### src/rtl/wb_line_fetch.sv
// Wishbone read master that streams a block of consecutive 32-bit words from the SRAM
// controller into a local first-word-fall-through FIFO, one single-word cycle at a time.
module wb_line_fetch #(
    parameter int adr_width = 18,
    parameter int fifo_aw   = 4
) (
    input  logic               clk,
    input  logic               reset,
    input  logic               start,
    input  logic [31:0]        fetch_base,
    input  logic [15:0]        fetch_len,
    input  logic               abort,
    output logic               busy,
    output logic               done,
    output logic               wb_cyc_o,
    output logic               wb_stb_o,
    output logic               wb_we_o,
    output logic [3:0]         wb_sel_o,
    output logic [31:0]        wb_adr_o,
    input  logic [31:0]        wb_dat_i,
    input  logic               wb_ack_i,
    input  logic               fifo_rd,
    output logic [31:0]        fifo_dat,
    output logic               fifo_empty,
    output logic [fifo_aw:0]   fifo_level
);

    localparam logic [1:0] StIdle = 2'd0;
    localparam logic [1:0] StReq  = 2'd1;
    localparam logic [1:0] StGap  = 2'd2;

    localparam int depth = 1 << fifo_aw;
    // Keeps bits [adr_width-2:2]: word aligned, page-mode bit held low, wraps at the top.
    localparam logic [31:0] adr_mask = 32'((64'd1 << (adr_width - 1)) - 64'd4);
    localparam logic [fifo_aw:0]   full_level = {1'b1, {fifo_aw{1'b0}}};
    localparam logic [fifo_aw:0]   level_one  = 1;
    localparam logic [fifo_aw-1:0] ptr_one    = 1;

    logic [1:0]  state_q, state_d;
    logic [31:0] adr_q, adr_d;
    logic [15:0] rem_q, rem_d;
    logic        abort_q, abort_d;
    logic        done_q, done_d;
    logic        flush, push, pop;

    logic [31:0]        mem [depth];
    logic [fifo_aw-1:0] wptr_q, rptr_q;
    logic [fifo_aw:0]   level_q, level_d;

    always_comb begin
        state_d = state_q;
        adr_d   = adr_q;
        rem_d   = rem_q;
        abort_d = abort_q;
        done_d  = 1'b0;
        flush   = 1'b0;
        push    = 1'b0;
        case (state_q)
            StIdle: begin
                // A start coinciding with the done pulse belongs to the previous fetch.
                if (start && !done_q) begin
                    flush   = 1'b1;
                    adr_d   = fetch_base & adr_mask;
                    rem_d   = fetch_len;
                    abort_d = 1'b0;
                    if (fetch_len == 16'd0) begin
                        done_d = 1'b1;
                    end else begin
                        state_d = StGap;
                    end
                end
            end
            StGap: begin
                if (rem_q == 16'd0 || abort || abort_q) begin
                    state_d = StIdle;
                    done_d  = 1'b1;
                end else if (level_q < full_level) begin
                    state_d = StReq;
                end
            end
            StReq: begin
                if (abort) begin
                    abort_d = 1'b1;
                end
                if (wb_ack_i) begin
                    push    = 1'b1;
                    adr_d   = (adr_q + 32'd4) & adr_mask;
                    rem_d   = rem_q - 16'd1;
                    state_d = StGap;
                end
            end
            default: state_d = StIdle;
        endcase
    end

    assign pop = fifo_rd && (level_q != '0);

    always_comb begin
        level_d = level_q;
        case ({push, pop})
            2'b10:   level_d = level_q + level_one;
            2'b01:   level_d = level_q - level_one;
            default: level_d = level_q;
        endcase
    end

    always_ff @(posedge clk or posedge reset) begin
        if (reset) begin
            state_q <= StIdle;
            adr_q   <= '0;
            rem_q   <= '0;
            abort_q <= 1'b0;
            done_q  <= 1'b0;
        end else begin
            state_q <= state_d;
            adr_q   <= adr_d;
            rem_q   <= rem_d;
            abort_q <= abort_d;
            done_q  <= done_d;
        end
    end

    always_ff @(posedge clk or posedge reset) begin
        if (reset) begin
            wptr_q  <= '0;
            rptr_q  <= '0;
            level_q <= '0;
        end else if (flush) begin
            wptr_q  <= '0;
            rptr_q  <= '0;
            level_q <= '0;
        end else begin
            if (push) begin
                wptr_q <= wptr_q + ptr_one;
            end
            if (pop) begin
                rptr_q <= rptr_q + ptr_one;
            end
            level_q <= level_d;
        end
    end

    always_ff @(posedge clk) begin
        if (push) begin
            mem[wptr_q] <= wb_dat_i;
        end
    end

    assign busy       = (state_q != StIdle);
    assign done       = done_q;
    assign wb_cyc_o   = (state_q == StReq);
    assign wb_stb_o   = (state_q == StReq);
    assign wb_we_o    = 1'b0;
    assign wb_sel_o   = 4'b1111;
    assign wb_adr_o   = adr_q;
    assign fifo_empty = (level_q == '0);
    assign fifo_level = level_q;
    assign fifo_dat   = fifo_empty ? 32'd0 : mem[rptr_q];

endmodule

### config.mk
export PLATFORM = sky130hd
export DESIGN_NAME = wb_line_fetch
export DESIGN_NICKNAME = d
export VERILOG_FILES = /design/src/rtl/wb_line_fetch.sv
export SDC_FILE = /design/constraint.sdc
export NUM_CORES = 1
export LEC_CHECK = 0
export CORE_MARGIN = 1
export CORE_UTILIZATION = 30
export CTS_BUF_LIST = sky130_fd_sc_hd__clkbuf_16
export DETAILED_ROUTE_END_ITERATION = 7
export GPL_ROUTABILITY_DRIVEN = 0
export PLACE_DENSITY = 0.56
export SYNTH_ARGS = -nofsm -noshare
export SYNTH_HDL_FRONTEND = slang
export SYNTH_SLANG_ARGS = --single-unit
### constraint.sdc
create_clock -name clk -period 6.8 [get_ports clk]
set_input_delay 1.36 -clock clk [delete_from_list [all_inputs] [get_ports clk]]
set_output_delay 1.36 -clock clk [all_outputs]
set_load 0.02 [all_outputs]
=== Yosys cells after proc, flatten, opt, wreduce, memory -nomap -nowiden ===
Memories as Yosys holds them, arrays and structs flattened.
Cells that the tools add are included.
W data, S select, Z words.

* Memories kept: 1
* Word-level logic and storage cells: 75
* Bits of input ports: 86
* Memory bits (writable): 512
* Output and inout bits: 79
* Register bits after elaboration: 65

{| class="wikitable"
|+ Memories
! name !! depth !! width !! rd ports !! clocked after Yosys merged registers in !! wr ports !! RTL line !! text
|-
| mem || 16 || 32 || 1 || 0 || 1 || 46 || <nowiki>logic [31:0] mem [depth];</nowiki>
|}

* Reductions and logical operators: 18
* Order comparisons: 1
* Add/sub/neg operators: 6
* Equality and inequality tests: 9
* Mux-type cells: 32

{| class="wikitable"
|+ Operators with widths
! kind !! count
|-
| $mux W32 || 3
|-
| $pmux W32 S2 || 1
|-
| $logic_not A16 Y1 || 2
|-
| $mux W16 || 2
|-
| $pmux W16 S2 || 1
|-
| $add A17 B3 Y17 const B || 1
|-
| $mux W4 || 4
|-
| $sub A16 B1 Y16 const B || 1
|-
| $mux W1 || 11
|-
| $mux W2 || 5
|-
| $pmux W5 S2 || 1
|-
| $add A4 B1 Y4 const B || 2
|-
| $reduce_bool A2 Y1 || 4
|-
| $ne A2 B2 Y1 const B || 3
|-
| $pmux W2 S3 || 1
|-
| $reduce_and A3 Y1 || 2
|-
| $add A5 B1 Y5 const B || 1
|-
| $logic_not A5 Y1 || 1
|-
| $lt A5 B5 Y1 const B || 1
|-
| $mux W5 || 1
|-
| $reduce_bool A5 Y1 || 1
|-
| $sub A5 B1 Y5 const B || 1
|-
| $eq A2 B1 Y1 const B || 2
|-
| $eq A2 B2 Y1 const B || 2
|-
| 9 further kinds || 12
|}

=== Longest topological paths before layout ===
Gate-level depths: netlist of run 1.

* Word-level depth: 5
* Depth in mapped cells: 10
* Gate-level depth less buffers: 8

=== Worst setup path after synthesis of run 1 ===
OpenSTA, ideal clock, no wires.

* Path type: input port to flip-flop
* From: in wb_ack_i
* To: mem mem[12][0] (enable)
* Data arrival time: 2.785 ns
* Setup slack: 3.623 ns
* Library setup time: 0.392 ns
* Data required time: 6.408 ns
* Stages on the path: 4
* Path buffers: 1
* Cell sequence: and3b_1 > clkbuf_1 > and3_1 > and2_1

* Cells in the longest elaborated chain, start to end: 4

{| class="wikitable"
|+ RTL lines
! what !! RTL line !! text
|-
| start, declared || 21 || <nowiki>input logic wb_ack_i,</nowiki>
|-
| $mux W1 || 85 || <nowiki>if (wb_ack_i) begin</nowiki>
|-
| $mux W1 || 58 || <nowiki>case (state_q)</nowiki>
|-
| $mux W1 || 144 || <nowiki>if (push) begin</nowiki>
|-
| $mux W1 (implied by the code) || 145 || <nowiki>mem[wptr_q] <= wb_dat_i;</nowiki>
|-
| end, declared || 46 ||
|}

Every way passes these cells.

=== Final worst setup path of run 1 ===
* From: reg level_q[1], in the netlist fifo_level[1]
* To: out fifo_dat[13]

* Cells in the longest elaborated chain, start to end: 2

{| class="wikitable"
|+ RTL lines
! what !! RTL line !! text
|-
| start, declared || 48 || <nowiki>logic [fifo_aw:0] level_q, level_d;</nowiki>
|-
| start signal, assigned || 139 || <nowiki>level_q <= level_d;</nowiki>
|-
| $logic_not A5 Y1 || 156 || <nowiki>assign fifo_empty = (level_q == '0);</nowiki>
|-
| $mux W32 || 158 || <nowiki>assign fifo_dat = fifo_empty ? 32'd0 : mem[rptr_q];</nowiki>
|-
| end, declared || 23 || <nowiki>output logic [31:0] fifo_dat,</nowiki>
|}

Every way passes these cells.

==> results of run 1 <==
[final timing paths]
path                                           end                 startpoint  slack (ns)
min in group asynchronous  wb_adr_o[2]$_DFFE_PP0P_                      reset        1.24
setup reg to reg              mem[7][31]$_DFFE_PP_     state_q[1]$_DFFE_PP0P_        3.83
max in group asynchronous    rptr_q[1]$_DFFE_PP0P_                      reset        5.02
hold reg to reg                abort_q$_DFFE_PP0P_        abort_q$_DFFE_PP0P_        0.51
hold / removal                 abort_q$_DFFE_PP0P_        abort_q$_DFFE_PP0P_        0.51
setup / recovery                      fifo_dat[13]  fifo_level[1]$_DFFE_PP0P_        1.77
[synth_stat cells (3+ instances only)]
cell / number / area share (%)
edfxtp_1: 512 / 68
mux4_2: 128 / 13
mux2i_1: 68 / 3.0
dfrtp_1: 48 / 5.3
o22ai_1: 42 / 1.2
a21oi_1: 38 / 0.84
clkbuf_1: 37 / 0.61
nand2_1: 36 / 0.60
nor2_1: 24 / 0.40
buf_4: 23 / 0.76
and2_1: 20 / 0.55
buf_2: 19 / 0.42
o21ai_0: 19 / 0.42
nand3_1: 16 / 0.35
a2bb2oi_1: 11 / 0.43
buf_1: 10 / 0.17
ha_1: 10 / 0.55
inv_1: 7 / 0.12
nand2b_1: 7 / 0.19
nand4_1: 7 / 0.19
nor3_1: 6 / 0.13
nor4_1: 6 / 0.17
a31oi_1: 5 / 0.14
nor3b_1: 5 / 0.17
or4_1: 5 / 0.17
xor2_1: 5 / 0.19
a22oi_1: 4 / 0.13
or3_1: 4 / 0.11
xnor2_1: 4 / 0.15
and3_1: 3 / 0.083
and4_1: 3 / 0.12
o211ai_1: 3 / 0.10
o2bb2ai_1: 3 / 0.12
o31ai_1: 3 / 0.10
or2_2: 3 / 0.083
[sequential cells by signal, summed over array words and instances (netlist names)]
register,count
mem,512
abort_q,1
wb_adr_o,15
fifo_level,5
rptr_q,4
wptr_q,4
state_q,2
rem_q,16
done,1
[cell type report]
class,count,share of cell area (%)
Clock inverter,49,1.864
Sequential cell,560,61.61
Clock buffer,58,5.391
Antenna cell,1,0.009295
Timing Repair Buffer,151,5.466
Tap cell,969,4.504
Multi-Input combinational cell,540,21.04
Inverter,8,0.1115
[per-layer routing]
layer / vias to the layer above / wire length, um / part of all wire [%] / track usage, %
met4: 8 / 955 / 1.9 / 3.405
li1: 5099 / - / - / -
met1: 6069 / 22650 / 44 / 17.74
met5: - / 47 / 0.092 / 0
met2: 267 / 24450 / 48 / 21.76
met3: 81 / 2978 / 5.8 / 3.164
[logic make-up after synthesis]
family | synth area share [%]
flip-flops | 73.26
multiplexers | 15.75
AND/OR/NAND/NOR | 3.733
AO/OA/AOI/OAI | 4.175
buffers and inverters | 2.146
adder cells (fa/ha/maj) | 0.5530
XOR/XNOR | 0.3484
other | 0.03319
[power by group through the flow]
stage | clock network, mW | logic, mW | registers, mW
after CTS | 3.30 | 2.96 | 4.21
after detailed placement | 0 | 2.95 | 4.28
final | 3.22 | 2.90 | 4.21
after global routing | 3.43 | 3.13 | 4.25
after floorplan | 0 | 1.95 | 4.17
after global placement | 0 | 2.92 | 4.27
[worst register-to-register path: stages (launching register included)]
cell	delay [ns]
dfrtp_1	0.47
nand3b_1	0.52
nor3b_1	0.56
and2_2	0.61
buf_4	0.46
==> results_dict.tcl, run 1 <==
set metrics [dict create \
    run_status "complete, no violations" \
    cp_cell_sequence "nor3_1, nand2_1, nand2_2, o22ai_1, clkdlybuf4s50_1" \
    synth-edff-count 512 \
    first_pass_iters 5 \
    net-switching-power_mw 3.141 \
    setup_viol 0 \
    initial_core_util_pct 30.34 \
    n_fill_cell 6855 \
    grt_max_degree 73 \
    comb_power_share_pct 28.1 \
    drv_cap 0 \
    routedWlPerCell_um 21.87 \
    hold-worst-slack_ns 0.5135 \
    post_cts_buffers 0 \
    ys_ff_latch 560 \
    place_inst 2228 \
    p_clk_share_pct 31.2 \
    slew_violations 0 \
    synth_area_um2 22630 \
    grt_pass1_vias 12040 \
    cp-start-kind "register" \
    cts_sinks 560 \
    ys_seq_area_share_pct 73.26 \
    die_y_um 276.6 \
    clock_path_buffers 3 \
    power_leakage_nw 8.448 \
    finalCoreUtilization_pct 36.10 \
    required_ns 5.44 \
    avgSynthCellArea_um2 19.21 \
    fin_crit_sh_pct 74.03 \
    final.setup.worst_slack_ns 1.766 \
    portBuffers 125 \
    h-tree-depth 2 \
    cts-root-buf "clkbuf_16" \
    ys_types 60 \
    final_area_um2 26920 \
    finalPower_mw 10.33 \
    grt.total_usage_pct 13.29 \
    post_dp_cell_area_um2 24970 \
    reg2reg_depth 4 \
    coreArea_um2 74570 \
    die_area_um2 76520 \
    max_stage_delay_ns 0.91 \
    grt_pass1_wl_um 76330 \
    ir_drop_mv 0.2467 \
    max_clock_freq_mhz 198.6 \
    whs_path_depth 1 \
    holdCritPathClass "register to register" \
    slew_headroom_pct 21.36 \
    cts_resized 0 \
    clk_latency_ns 0.63 \
    fin_cells 2336 \
    crit_path_end_kind "output pin" \
    critPathTopFamily "simple AND/OR/NAND/NOR gates" \
    first_iter_violations 829 \
    clock_skew_ns 0.04420 \
    cp_num_buf_inv 1 \
    overflow 0 \
    vias 11520 \
    cts_tree "done" \
    path_depth 5 \
    fin_nets 1414 \
    drive_above_1_share_pct 19.69 \
    fin_crit_ns 5.034 \
    synth.yosys.warnings 0 \
    die_w_um 276.6 \
    layout_common_cells "512 x edfxtp_1, 128 x mux4_2, 125 x clkdlybuf4s50_1" \
    dp_hpwl_um 27110 \
    worstSetupPathType "register to output pin" \
    cp_max_fo 32 \
    p_sw_share_pct 30.40 \
    vias_per_cell 4.933 \
    rsz0062_at_grt "false" \
    cpMaxStageDelayCell "nand2_2" \
    cts_made_buffers 57 \
    internal_power_mw 7.191 \
    async_flop_share_pct 8.571 \
    drtAntennaViolNets 0 \
    seqPwrFrac_pct 40.7 \
    postCtsHoldBufs 0 \
    setup_tns_ns 0 \
    clk_pin_slew_ns 0.06 \
    multi_input_area_um2 5664 \
    dpl_worst_slack_ns 2.374 \
    antenna_found_initial 5 \
    syn_inst 1178 \
    p_per_area_nw_per_um2 383.8 \
    arrival_ns 3.67 \
    synth_flop_cell "edfxtp_1" \
    worst_pin_slew_ns 1.175 \
    layout_commonest_cell "edfxtp_1" \
    ioPinCount 165 \
    seq_area_um2 16590 \
    wirelength_um 51080 \
    num_rows 100 \
    areaGrowthSynthToFinish_pct 18.98 \
    hold_viol 0 \
    drc 0 \
]
(Power assumes the default switching activity.)
==> inputs of run 2 (changes only) <==
==> constraint.sdc (replaced) <==
create_clock -name clk -period 4.78 [get_ports clk]
set_input_delay 0.956 -clock clk [delete_from_list [all_inputs] [get_ports clk]]
set_output_delay 0.956 -clock clk [all_outputs]
set_load 0.02 [all_outputs]
==> run 2 against run 1 <==
  * Critical path depth up 1
  * Total power up 42%
  * Register-to-register slack worse by 1.9 ns
  * First-iteration DRC count up 22%
  * Cell area up 0.61%
  * Sequential share of layout area down 0.37 points
  * Critical path type unchanged
==> results_dict.tcl, run 2 (synthesized netlist as in run 1, its figures left out) <==
set metrics [dict create \
    run_status "complete, no violations" \
    areaGrowthSynthToFinish_pct 19.71 \
    drtAntennaViolNets 0 \
    dpl_worst_slack_ns 0.9632 \
    fin_crit_ns 4.269 \
    max_stage_delay_ns 0.57 \
    grtUsageMet2_pct 22.97 \
    clock_path_buffers 3 \
    use_met1_pct 18.00 \
    drv_cap 0 \
    wirelength_um 52400 \
    cts-root-buf "clkbuf_16" \
    setup_viol 0 \
    worst_pin_slew_ns 0.8977 \
    fin_cells 2354 \
    cp_max_fo 12 \
    max_clock_freq_mhz 234.2 \
    post_dp_cell_area_um2 25160 \
    layout_common_cells "512 x edfxtp_1, 128 x mux4_2, 125 x clkdlybuf4s50_1" \
    fin_crit_sh_pct 89.31 \
    ir_drop_mv 0.2938 \
    finalPower_mw 14.71 \
    top_usage_layer "met2" \
    grt_pass1_wl_um 78070 \
    vias 11640 \
    cp_cell_sequence "nor3_1, nand2_1, nand2_2, buf_4, o22ai_1, clkdlybuf4s50_1" \
    first_iter_violations 1015 \
    place_inst 2244 \
    grt_max_degree 47 \
    cts_sinks 560 \
    critPathTopFamily "simple AND/OR/NAND/NOR gates" \
    initial_core_util_pct 30.34 \
    cts_resized 0 \
    die_area_um2 76520 \
    final.setup.worst_slack_ns 0.5109 \
    dp_hpwl_um 29540 \
    postCtsHoldBufs 0 \
    layout_commonest_cell "edfxtp_1" \
    arrival_ns 3.31 \
    largest_reg_flops 512 \
    clock_skew_ns 0.03430 \
    hold-worst-slack_ns 0.5226 \
    grt_pass1_vias 12210 \
    die_y_um 276.6 \
    slew_headroom_pct 40.15 \
    h-tree-depth 2 \
    rsz0062_at_grt "false" \
    first_pass_iters 5 \
    antenna_found_initial 3 \
    coreArea_um2 74570 \
    slew_violations 0 \
    finalCoreUtilization_pct 36.32 \
    drive_above_1_share_pct 20.51 \
    die_w_um 276.6 \
    cp-start-kind "register" \
    n_antenna_cell 0 \
    ioPinCount 165 \
    clk_latency_ns 0.62 \
    power_leakage_nw 8.548 \
    drc 0 \
    hold_viol 0 \
    portBuffers 125 \
    cp_num_buf_inv 2 \
    overflow 0 \
    cpMaxStageDelayCell "clkdlybuf4s50_1" \
    worstSetupPathType "register to output pin" \
    holdCritPathClass "register to register" \
    post_cts_buffers 0 \
    n_fill_cell 6885 \
    grt.total_usage_pct 13.67 \
    p_per_area_nw_per_um2 543.3 \
    routedWlPerCell_um 22.26 \
    use_met3_pct 3.046 \
    clk_pin_slew_ns 0.06 \
    required_ns 3.82 \
    final_area_um2 27080 \
    largest_register "mem" \
    num_rows 100 \
    vias_per_cell 4.946 \
    cts_made_buffers 59 \
    cts_tree "done" \
    fin_nets 1432 \
    setup_tns_ns 0 \
    crit_path_end_kind "output pin" \
]
run 2: changes by cell type in the layout (fill, tap and decap cells not counted), moves of 2 or more:
| cell | change |
|---|---|
| inv_1 | +2 |
| buf_12 | +6 |
| clkinv_1 | +2 |
| clkinv_4 | -2 |
| inv_8 | +2 |
| bufinv_16 | -3 |
| buf_4 | +10 |
run 2: worst paths after layout:
check / depth (start not counted) / end / slack (ns) / from
min in group asynchronous: 2 / wb_adr_o[9]$_DFFE_PP0P_ / 0.69 / reset
worst min-delay path: 1 / abort_q$_DFFE_PP0P_ / 0.52 / abort_q$_DFFE_PP0P_
max in group asynchronous: 3 / rptr_q[1]$_DFFE_PP0P_ / 3.29 / reset
worst min register to register: 1 / abort_q$_DFFE_PP0P_ / 0.52 / abort_q$_DFFE_PP0P_
worst max-delay path: 6 / fifo_dat[14] / 0.51 / fifo_level[1]$_DFFE_PP0P_
worst max register to register: 4 / mem[8][29]$_DFFE_PP_ / 1.95 / state_q[1]$_DFFE_PP0P_
run 2: layer usage:
layer / up-vias / wire length [um] / part of all wire, %
met2: 321 / 25720 / 49
met4: 6 / 751 / 1.4
li1: 5121 / - / -
met3: 60 / 3333 / 6.4
met1: 6136 / 22560 / 43
met5: - / 41 / 0.078
run 2: layout make-up:
| cell class | instances | area, um2 | area share, % |
|---|---|---|---|
| Clock buffer | 59 | 1476 | 5.451 |
| Clock inverter | 51 | 447.9 | 1.654 |
| Inverter | 8 | 30.03 | 0.1109 |
| Multi-Input combinational cell | 540 | 5664 | 20.91 |
| Sequential cell | 560 | 16590 | 61.24 |
| Tap cell | 969 | 1212 | 4.476 |
| Timing Repair Buffer | 167 | 1667 | 6.153 |
run 2: power breakdown:
| group | internal, mW | leakage (nW) | switching, mW |
|---|---|---|---|
| sequential | 5.57 | 5.18 | 0.323 |
| combinational | 2.03 | 2.38 | 2.28 |
| clock | 2.58 | 0.994 | 1.93 |
run 2: worst register-to-register path, stage by stage, from the launching register on:
cell,delay [ns]
dfrtp_1,0.48
nand3b_1,0.52
nor3b_1,0.49
and2_2,0.65
buf_4,0.36
